--- src/rtl/jtframe_rom_arb.sv ---
// Four-slot ROM read cache arbitrating misses onto one SDRAM port.
// Round-robin grant, one outstanding transaction, abort on timeout or download.
module jtframe_rom_arb #(
    parameter int TIMEOUT = 1023
) (
    input  logic         clk_rom,
    input  logic         rst_n,
    input  logic         downloading,
    input  logic         loop_rst,
    input  logic [3:0]   slot_cs,
    input  logic [87:0]  slot_addr,
    output logic [127:0] slot_dout,
    output logic [3:0]   slot_ok,
    output logic         sdram_req,
    input  logic         sdram_ack,
    output logic [21:0]  sdram_addr,
    input  logic [31:0]  data_read,
    input  logic         data_rdy,
    output logic         timeout
);
    typedef enum logic [1:0] {IDLE, REQ, WAIT} state_t;

    state_t      r_state, w_next;
    logic [3:0]  r_valid;
    logic [21:0] r_tag [4];
    logic [31:0] r_data [4];
    logic [1:0]  r_grant, r_last;
    logic [11:0] r_cnt;
    logic        r_req, r_to;
    logic [21:0] r_addr;

    logic [3:0]  w_ok, w_pend;
    logic [1:0]  w_sel, w_idx;
    logic        w_any, w_block, w_tmo;
    logic        w_start, w_fill, w_abort;
    logic [21:0] w_saddr;

    assign w_block    = downloading | loop_rst;
    assign w_tmo      = (r_cnt == 12'(TIMEOUT));
    assign w_pend     = slot_cs & ~w_ok;
    assign slot_ok    = w_ok;
    assign sdram_req  = r_req;
    assign sdram_addr = r_addr;
    assign timeout    = r_to;

    always_comb begin
        for (int i = 0; i < 4; i++) begin
            w_ok[i] = slot_cs[i] & r_valid[i]
                    & (r_tag[i] == slot_addr[22*i +: 22]);
        end
    end

    for (genvar g = 0; g < 4; g++) begin : g_dout
        assign slot_dout[32*g +: 32] = r_data[g];
    end

    // Round-robin scan starting just after the last granted slot
    always_comb begin
        w_any = 1'b0;
        w_sel = r_last;
        w_idx = r_last;
        for (int k = 1; k <= 4; k++) begin
            w_idx = r_last + 2'(k);
            if (!w_any && w_pend[w_idx]) begin
                w_any = 1'b1;
                w_sel = w_idx;
            end
        end
        w_saddr = slot_addr[22*w_sel +: 22];
    end

    always_comb begin
        w_next  = r_state;
        w_start = 1'b0;
        w_fill  = 1'b0;
        w_abort = 1'b0;
        if (w_block) begin
            w_next = IDLE;
        end else begin
            unique case (r_state)
                IDLE: begin
                    if (w_any) begin
                        w_start = 1'b1;
                        w_next  = REQ;
                    end
                end
                REQ: begin
                    if (w_tmo) begin
                        w_abort = 1'b1;
                        w_next  = IDLE;
                    end else if (sdram_ack && data_rdy) begin
                        w_fill = 1'b1;
                        w_next = IDLE;
                    end else if (sdram_ack) begin
                        w_next = WAIT;
                    end
                end
                WAIT: begin
                    if (w_tmo) begin
                        w_abort = 1'b1;
                        w_next  = IDLE;
                    end else if (data_rdy) begin
                        w_fill = 1'b1;
                        w_next = IDLE;
                    end
                end
                default: w_next = IDLE;
            endcase
        end
    end

    always_ff @(posedge clk_rom or negedge rst_n) begin
        if (!rst_n) r_state <= IDLE;
        else        r_state <= w_next;
    end

    always_ff @(posedge clk_rom or negedge rst_n) begin
        if (!rst_n) begin
            r_valid <= '0;
            r_grant <= 2'd0;
            r_last  <= 2'd3;
            r_cnt   <= '0;
            r_req   <= 1'b0;
            r_to    <= 1'b0;
            r_addr  <= '0;
            for (int i = 0; i < 4; i++) begin
                r_tag[i]  <= '0;
                r_data[i] <= '0;
            end
        end else begin
            r_req <= (w_next == REQ);
            if (w_start) begin
                r_grant <= w_sel;
                r_addr  <= w_saddr;
                r_cnt   <= '0;
            end else if (r_state != IDLE) begin
                r_cnt <= r_cnt + 12'd1;
            end
            if (w_abort) begin
                r_to   <= 1'b1;
                r_last <= r_grant;
            end
            if (w_fill) begin
                r_data[r_grant] <= data_read;
                r_tag[r_grant]  <= r_addr;
                r_last          <= r_grant;
            end
            if (w_block)     r_valid          <= '0;
            else if (w_fill) r_valid[r_grant] <= 1'b1;
        end
    end
endmodule

--- config.mk ---
export PLATFORM = sky130hd
export DESIGN_NAME = jtframe_rom_arb
export DESIGN_NICKNAME = d
export VERILOG_FILES = /design/src/rtl/jtframe_rom_arb.sv
export SDC_FILE = /design/constraint.sdc
export NUM_CORES = 1
export LEC_CHECK = 0
export ABC_AREA = 0
export CAP_MARGIN = 5
export CORE_MARGIN = 5
export CORE_UTILIZATION = 46
export CTS_BUF_LIST = sky130_fd_sc_hd__clkbuf_2 sky130_fd_sc_hd__clkbuf_4 sky130_fd_sc_hd__clkbuf_8
export CTS_CLUSTER_DIAMETER = 40
export DETAILED_ROUTE_END_ITERATION = 10
export PLACE_DENSITY_LB_ADDON = 0.15
export SLEW_MARGIN = 20
export SYNTH_ARGS = -nofsm -noshare
export SYNTH_HDL_FRONTEND = slang
export SYNTH_SLANG_ARGS = --single-unit
--- constraint.sdc ---
create_clock -name clk_rom -period 2.7 [get_ports clk_rom]
set_input_delay 0.54 -clock clk_rom [delete_from_list [all_inputs] [get_ports clk_rom]]
set_output_delay 0.54 -clock clk_rom [all_outputs]
set_load 0.01 [all_outputs]
==> run_results.csv <==
group,metric,value,unit
routing,ant_nets,0,
status,violations,"negative setup slack",
cts,cts_tree,"done",
routing,wire_per_inst,21.45,µm
die,fp.dieW,168.9,µm
cts,insertion_delay,0.56,ns
job,cap_violations,0,
finish,finalInstanceArea,0.01691,mm²
setup_path,worstSetupStartpointType,"primary input",
die,start_util,0.4639,
synthesis,synth_top_cells_by_area,"dfrtp_1 (56%), mux2_2 (21%), xor2_1 (4.1%)",
cts,htree_levels,2,
pwr,p_per_area,574.8,mW/mm²
synthesis,synth_fa_ha_area_frac,0.005386,
setup_path,r2r-start,"r_tag[45]",
setup_path,startpoint,"slot_addr[32]",
place,gp_congestion,0.8773,
global_routing,grt_pass1_wl,53450,µm
sta,clock_skew,0.02314,ns
global_routing,grtUsageMet2,0.3938,
global_routing,globalRouteTotalUtil,0.2392,
sta,grt_setup_unrepaired,"yes",
sta,drv_slew,0,
sta,tns,-4.396,ns
cts,cts.sinks,262,
synthesis,synth_enable_flop_cells,0,
sta,setup_slack,-0.2240,ns
synthesis,ys_seq_elements,262,
global_routing,grtUsageMet1,0.2974,
cts,clock_path_buffers,3,
finish,area_growth,45.56,%
synthesis,synth_top_family_by_area,"multiplexers",
synthesis,post-synth-top-count-cell,"dfrtp_1",
finish,fill_cells,1872,
sta,final_hold_viol_count,0,
synthesis,async_reset_ff_frac,1.000,
place,hpwl,24520,µm
pwr,p_leak,8.058,nW
setup_path,ff2ff_path_depth,10,
setup_path,cp_max_fo,11,
setup_path,regToRegEndpoint,"sdram_addr[6]",
die,ios,286,
synthesis,synth-compound-area-share,0.02876,
global_routing,top_usage_layer,"met2",
synthesis,synth_top_cell_by_area,"dfrtp_1",
place,place_ws,-0.8816,ns
setup_path,crit_end,"sdram_addr[6]",
synthesis,synth_xor_area_frac,0.07465,
synthesis,ys.flop_type,"dfrtp_1",
synthesis,ys_seq_area_frac,0.5647,
pwr,peakVddDrop,0.4552,mV
global_routing,grt_pass1_vias,9210,
synthesis,syn_area,0.01161,mm²
routing,via_count,8417,
cts,cts.reportedPaths.clkPinSlew,0.06,ns
global_routing,antenna_found_initial,4,
die,core,0.02504,mm²
synthesis,ys_warn_count,0,
sta,post-route-period-util,1.083,
cts,cts_root_buf,"clkbuf_8",
hold_path,hp-class,"in -> reg",
setup_path,r2r_slack,-0.22,ns
routing,vias_per_cell,5.254,
die,die_h,168.9,µm
finish,final_core_util,0.6753,
finish,final_nets,1370,
setup_path,worst-setup-path-type,"in -> reg",
sta,worst_slew_pin_slew,0.5244,ns
sta,setup_viol,24,
setup_path,end_kind,"register",
sta,period_needed,2.924,ns
setup_path,cp_data_required_time,3.13,ns
place,place_area,0.01551,mm²
synthesis,synth-simple-area-share,0.05763,
routing,drc_errors,0,
cts,numCtsBuffers,46,
synthesis,synth.cells.most_frequent,"dfrtp_1 (260), mux2_2 (218), xor2_1 (54)",
finish,drive_above_1_share,0.3438,
global_routing,use_met3,0.08851,
sta,clock.fmax,0.3420,GHz
synthesis,synth_top_area_share,0.5602,
die,rows,58,
routing,drtIter0Drc,431,
global_routing,overflow,0,
synthesis,syn_inst,850,
hold_path,hold_start,"slot_addr[75]",
synthesis,synth.distinct_cells,41,
hold_path,whs_path_depth,3,
sta,relSlewSlack,0.6504,
synthesis,syn_area_per_cell,13.66,µm²
synthesis,syn-num-nets,985,
status,status,"complete, but fails checks",
setup_path,critPathArrivalTime,3.36,ns
routing,first_pass_iters,4,
die,die-area,0.02853,mm²
global_routing,grt_max_degree,65,
routing,routed_wirelength,34370,µm
place,port_buffers,285,
synthesis,synth_mux_area_frac,0.2493,
-- worst max-delay path, stage by stage --
cell	delay, ns
clkdlybuf4s50_1	0.48
xor2_1	0.20
or4_1	0.43
or4_4	0.57
o21a_1	0.21
a22oi_2	0.11
o211ai_1	0.13
buf_6	0.19
buf_12	0.16
mux2i_2	0.20
o221ai_2	0.12
-- repair_timing --
| action | in CTS | in global routing |
|---|---|---|
| hold buffers | 1 | 0 |
| cloned | 3 | 0 |
| setup endpoints to repair | 43 | 31 |
| pin swaps | 11 | 6 |
| endpoints found under the hold margin | 58 | 0 |
| resized for setup | 64 | 31 |
| setup buffers | 3 | 0 |
-- where the power goes --
part | switching [mW] | total (mW) | internal (mW)
clock | 1.62 | 4.03 | 2.41
sequential | 0.217 | 4.33 | 4.11
combinational | 0.612 | 1.36 | 0.747
total | 2.45 | 9.72 | 7.27
-- kinds of logic after synthesis --
family / count (synthesis)
flops: 262
xor+xnor: 99
buf+inv: 44
simple gates: 135
compound gates: 43
mux: 262
fa+ha+maj: 5
-- layout make-up --
cell class	count	area, µm²	share of cell area
inverters	8	30.03	0.001776
flip-flops and latches	262	6559	0.3880
repair buffers	373	3749	0.2217
diodes	1	2.502	0.0001480
well taps	330	412.9	0.02442
multi-input cells	544	5102	0.3018
clock buffers	75	944.7	0.05588
clock inverters	9	106.4	0.006291
-- sequential cells by signal, summed over array words and instances, names as in the netlist --
| register | cells |
|---|---|
| r_cnt | 12 |
| r_grant | 2 |
| r_last | 2 |
| r_state | 2 |
| r_tag | 88 |
| r_valid | 4 |
| sdram_addr | 22 |
| sdram_req | 1 |
| slot_dout | 128 |
| timeout | 1 |
-- metal layers --
layer | up-vias | part of all wire | wire, µm
met5 | - | 0.0016 | 54
met4 | 6 | 0.022 | 747
met3 | 61 | 0.093 | 3199
met2 | 322 | 0.49 | 16710
met1 | 4225 | 0.40 | 13650
li1 | 3803 | - | -
-- cell usage in the layout, fill, tap and decap left out, types with 3 or more instances in the layout --
cell and count:
o221ai_2 5, ha_1 5, xor2_1 48, clkinv_2 3
o221ai_1 17, nor3_1 4, mux2_2 218, mux2i_4 3
mux2i_1 37, buf_4 64, buf_12 16, nor2_1 22
xnor2_1 45, dlymetal6s2s_1 4, nor4_1 5, mux2i_2 4
clkinvlp_4 3, clkbuf_8 61, a21oi_1 3, dlygate4sd2_1 17
a21o_1 4, nand3_1 10, buf_6 6, nand4b_1 3
inv_1 8, clkbuf_4 14, xor2_2 6, clkdlybuf4s50_1 259
nand2_1 46, dfrtp_1 260, nor4_2 4, nand4_1 14
-- worst min path at each step --
stage,endpoint,slack (ns)
after floorplan,r_cnt[0],0.24
after global placement,timeout,0.45
after detailed placement,timeout,0.46
after CTS,sdram_addr[6],0.47
after global routing,sdram_addr[9],0.41
final,sdram_addr[9],0.40
-- metrics by stage --
step,power [mW],cells,hold WS [ns]
after floorplan,4.822,850,0.2444
after global placement,5.640,1510,0.4524
after detailed placement,5.662,1510,0.4624
after CTS,9.780,1601,0.4673
after global routing,10.13,1602,0.4130
final,9.717,1602,0.3999
Power figures use the tool's default switching activity.
==> edit 1, RTL diff (config.mk and constraints unchanged) <==
Register the output `timeout` once more, without a reset; this adds one clock of latency there. The other outputs are not delayed to match.
--- a/src/rtl/jtframe_rom_arb.sv
+++ b/src/rtl/jtframe_rom_arb.sv
@@ -42,5 +42,7 @@
     assign sdram_req  = r_req;
     assign sdram_addr = r_addr;
-    assign timeout    = r_to;
+    always_ff @(posedge clk_rom) begin
+        timeout <= r_to;
+    end
 
     always_comb begin
Check against the original RTL: same outputs for any inputs over 4 cycles, from zero or initial values and one cycle with rst_n low; that may be too few to reach the edited logic, so the function may still have changed.
==> edit 1 against the original RTL <==
  * The run still ends with setup timing left
  * Synthesized cell count grew 14%
  * Die area grew 0.74%
  * Worst setup slack gained 45 ps
  * Sequential cell count grew 1
  * Core utilization shrank 0.22 points
  * Power shrank 1.7%
  * Area after synthesis grew 0.79%
  * Count of clock-buffer cells in the layout shrank 5
  * Final area is essentially flat
  * Clock power shrank 4%
  * Routed wire length grew 4.6%
  * Non-clock buffer count grew 18
  * Critical endpoint is now sdram_addr[1]$_DFFE_PN0P_
  * Largest power group unchanged
==> edit 1: results (changes against the original RTL) <==
run status=finished, violations left (unchanged); failing checks=setup timing (unchanged); maximum number of pins on one net before global-route repair=63 (was 65); Largest stage delay, worst path=550 ps (was 570 ps); multi-input gates=653 (was 544); top post-synthesis cells by area=dfrtp_1 (56%), mux2_2 (16%), nand2_1 (6.8%) (was dfrtp_1 (56%), mux2_2 (21%), xor2_1 (4.1%)); first element of the critical path=r_tag[47]$_DFFE_PN0P_ (was slot_addr[32]); Setup-failing EPs final=25 (was 24); last element of the critical path=sdram_addr[1]$_DFFE_PN0P_ (was sdram_addr[6]$_DFFE_PN0P_); Max rail drop VDD=379 µV (was 455 µV); top fanout value on the critical path=4 (was 11); pre-CTS setup slack=-825 ps (was -882 ps); number of fillers in the final layout=1948 (was 1872); CTS Buf Count=48 (was 46); fraction of standard cell area that is sequential=38.9% (was 38.8%); Met1 Wirelength=14700 µm (was 13700 µm); Post-CTS Setup Inserts=2 (was 3); top post-synthesis cells by count=dfrtp_1 (260), nand2_1 (211), mux2_2 (164) (was dfrtp_1 (260), mux2_2 (218), xor2_1 (54)); first-pass GRT wire length=56000 µm (was 53400 µm); clk_skew=33.2 ps (was 23.1 ps); number of global-route vias before repair=9661 (was 9210); multi-input gate share of the layout cell area=29.7% (was 30.2%); Clock Buffer Count=70 (was 75); hold path startpoint=slot_addr[57] (was slot_addr[75]); Endpoint, Worst Hold=sdram_addr[13]$_DFFE_PN0P_ (was sdram_addr[9]$_DFFE_PN0P_); aggregate global-route resource usage=24.9% (was 23.9%); number of vias after detailed routing=8964 (was 8417); fraction of layout instances using a drive strength above 1=28.3% (was 34.4%); fin worst setup slack=-179 ps (was -224 ps); switching pwr=2.50 mW (was 2.45 mW); cell with the largest stage delay on the worst path=or4_1 (was or4_4); number of antenna violations at the first check in global routing=2 (was 4); Gates resized, CTS repair=43 (was 64); First-pass DRT Iterations=5 (was 4); Detailed Route WL=35900 µm (was 34400 µm); met2 routed WL=17000 µm (was 16700 µm); share of the synthesized area in compound gates (AO/OA/AOI/OAI)=3.14% (was 2.88%); amount of wire on met3 after detailed routing=3480 µm (was 3200 µm); critical path data arrival time=3300 ps (was 3360 ps); Net count, final=1499 (was 1370); half-perimeter wire length after detailed placement=25700 µm (was 24500 µm); data-path buffer share of cell area in the final layout=23.0% (was 22.2%); clock group power=3.86 mW (was 4.03 mW); number of inverters outside the clock class in the layout=7 (was 8)
[edit 1: cell count changes in the layout (fill, tap and decap cells not counted), moves of 4 or more]
cell	unedited run	this run
nand2_1	46	210
mux2_2	218	164
buf_4	64	83
xor2_1	48	61
xnor2_1	45	34
clkdlybuf4s50_1	259	263
clkinv_2	3	7
nor4_1	5	9
[edit 1: cells by family after synthesis]
| group | after synthesis |
|---|---|
| xor+xnor | 99 |
| flops | 263 |
| buf+inv | 50 |
| simple gates | 300 |
| mux | 208 |
| compound gates | 41 |
| fa+ha+maj | 5 |
[edit 1: layer usage]
layer,track usage [%],vias up
met1,32.3,4443
met4,6.69,4
met5,0,-
li1,-,4122
met2,40.5,337
met3,8.46,58
[edit 1: stage by stage]
| stage | hold WS (ps) | TNS, ps | instances |
|---|---|---|---|
| floorplan | 244 | -2200 | 966 |
| global placement | 354 | -29300 | 1639 |
| detailed placement | 355 | -33120 | 1639 |
| CTS | 376 | -2650 | 1724 |
| global route | 378 | -5380 | 1726 |
| finish | 368 | -2970 | 1726 |
==> edit 2, RTL diff (config.mk and constraints unchanged) <==
Without the edit above. `TIMEOUT`: 1023 -> 767.
--- a/src/rtl/jtframe_rom_arb.sv
+++ b/src/rtl/jtframe_rom_arb.sv
@@ -2,5 +2,5 @@
 // Round-robin grant, one outstanding transaction, abort on timeout or download.
 module jtframe_rom_arb #(
-    parameter int TIMEOUT = 1023
+    parameter int TIMEOUT = 767
 ) (
     input  logic         clk_rom,
Behaviour: no difference found for any inputs over 4 cycles, from zero or initial values and one cycle with rst_n low; that may be too few to reach the edited logic, so the function may still have changed.
==> edit 2 against the original RTL <==
  * Largest cell class unchanged
  * Clock power grew 2%
  * Routed wire length is 2.0% higher
  * The run still ends with setup timing left
  * Die area increased by 1.2%
  * Final area rose by 2.9%
  * Count of clock-buffer cells in the layout is 5 lower
  * Sequential cell count did not move
  * Worst setup slack got worse by 34 ps
  * Power up 2.2%
  * Area after synthesis rose by 1.3%
==> edit 2: results (changes against the original RTL) <==
Net count, final=1400 (was 1370); failing checks=setup timing (unchanged); switching portion of total power=25.3% (was 25.2%); fraction of layout instances using a drive strength above 1=38.3% (was 34.4%); diode insertion count for antenna repair=0 (was 1); Synth Instances=847 (was 850); number of global-route vias before repair=9430 (was 9210); Max rail drop VDD=542 µV (was 455 µV); fin worst setup slack=-258 ps (was -224 ps); Distinct cells, synth=48 (was 41); count of non-CTS buffers in the layout=405 (was 373); First-pass DRT Iterations=5 (was 4); final core occ=69.1% (was 67.5%); number of vias after detailed routing=8560 (was 8417); Gate power share=14.8% (was 14.0%); number of inverters outside the clock class in the layout=7 (was 8); first-pass GRT wire length=54200 µm (was 53400 µm); non-filler cells, final=1629 (was 1602); Setup-failing EPs final=26 (was 24); reported leakage power=8.31 nW (was 8.06 nW); total negative slack=-4550 ps (was -4400 ps); total area of multi-input combinational cells=5320 µm² (was 5100 µm²); clock network area share=6.08% (was 6.22%); run status=finished, violations left (unchanged); half-perimeter wire length after detailed placement=25000 µm (was 24500 µm); top post-synthesis cells by count=dfrtp_1 (260), mux2_2 (218), xor2_1 (66) (was dfrtp_1 (260), mux2_2 (218), xor2_1 (54)); critical path data arrival time=3380 ps (was 3360 ps); maximum number of pins on one net before global-route repair=71 (was 65); Synth Net Count=982 (was 985); Power Internal=7.42 mW (was 7.27 mW); placer's final routability congestion estimate=0.863 (was 0.877)
[edit 2: cell types whose count changed in the layout (fill, tap and decap cells not counted), sizes merged, moves of 3 or more]
cell	unedited run	this run
buf	91	121
xnor2	45	33
xor2	54	66
dlygate4sd2	17	9
clkinv	3	9
clkdlybuf4s50	259	264
clkinvlp	3	0
dlymetal6s2s	4	7
nor2	24	21
nor4	11	14
[edit 2: critical path: cells and delay by family]
kind | cells | cell delay [ps]
simple gates | 2 | 1000
xor+xnor | 1 | 200
mux | 1 | 210
compound gates | 4 | 620
buf+inv | 3 | 810
[edit 2: final timing paths]
path                                         endpoint  slack, ps  cells past startpoint
hold reg to reg                r_valid[0]$_DFFE_PN0P_        480                      1
setup reg to reg           sdram_addr[11]$_DFFE_PN0P_       -240                     10
min in group asynchronous        r_cnt[8]$_DFFE_PN0P_        560                      2
hold / removal             sdram_addr[14]$_DFFE_PN0P_        420                      3
setup / recovery           sdram_addr[11]$_DFFE_PN0P_       -260                     11
max in group asynchronous        r_tag[1]$_DFFE_PN0P_       1410                      3
[edit 2: repair_timing]
item / CTS / global route
resized for setup: 48 / 51
hold buffers: 1 / 0
endpoints found under the hold margin: 63 / 0
cloned: 1 / 4
setup buffers: 2 / 2
pin swaps: 8 / 21
setup endpoints to repair: 43 / 43
[edit 2: cell families after synthesis]
kind of cell    synth area share (%)
compound gates                  4.21
xor+xnor                        7.37
fa+ha+maj                      0.532
buf+inv                         1.96
flops                           55.7
mux                             24.6
simple gates                    5.60
[edit 2: routing by layer]
layer	track usage (%)	up-vias	part of all wire, %	wire, µm
met5	0	-	0.037	13
met4	6.94	2	2.5	873
met3	8.13	59	8.3	2930
met2	39.9	274	49	17100
met1	29.9	4328	40	14100
li1	-	3897	-	-
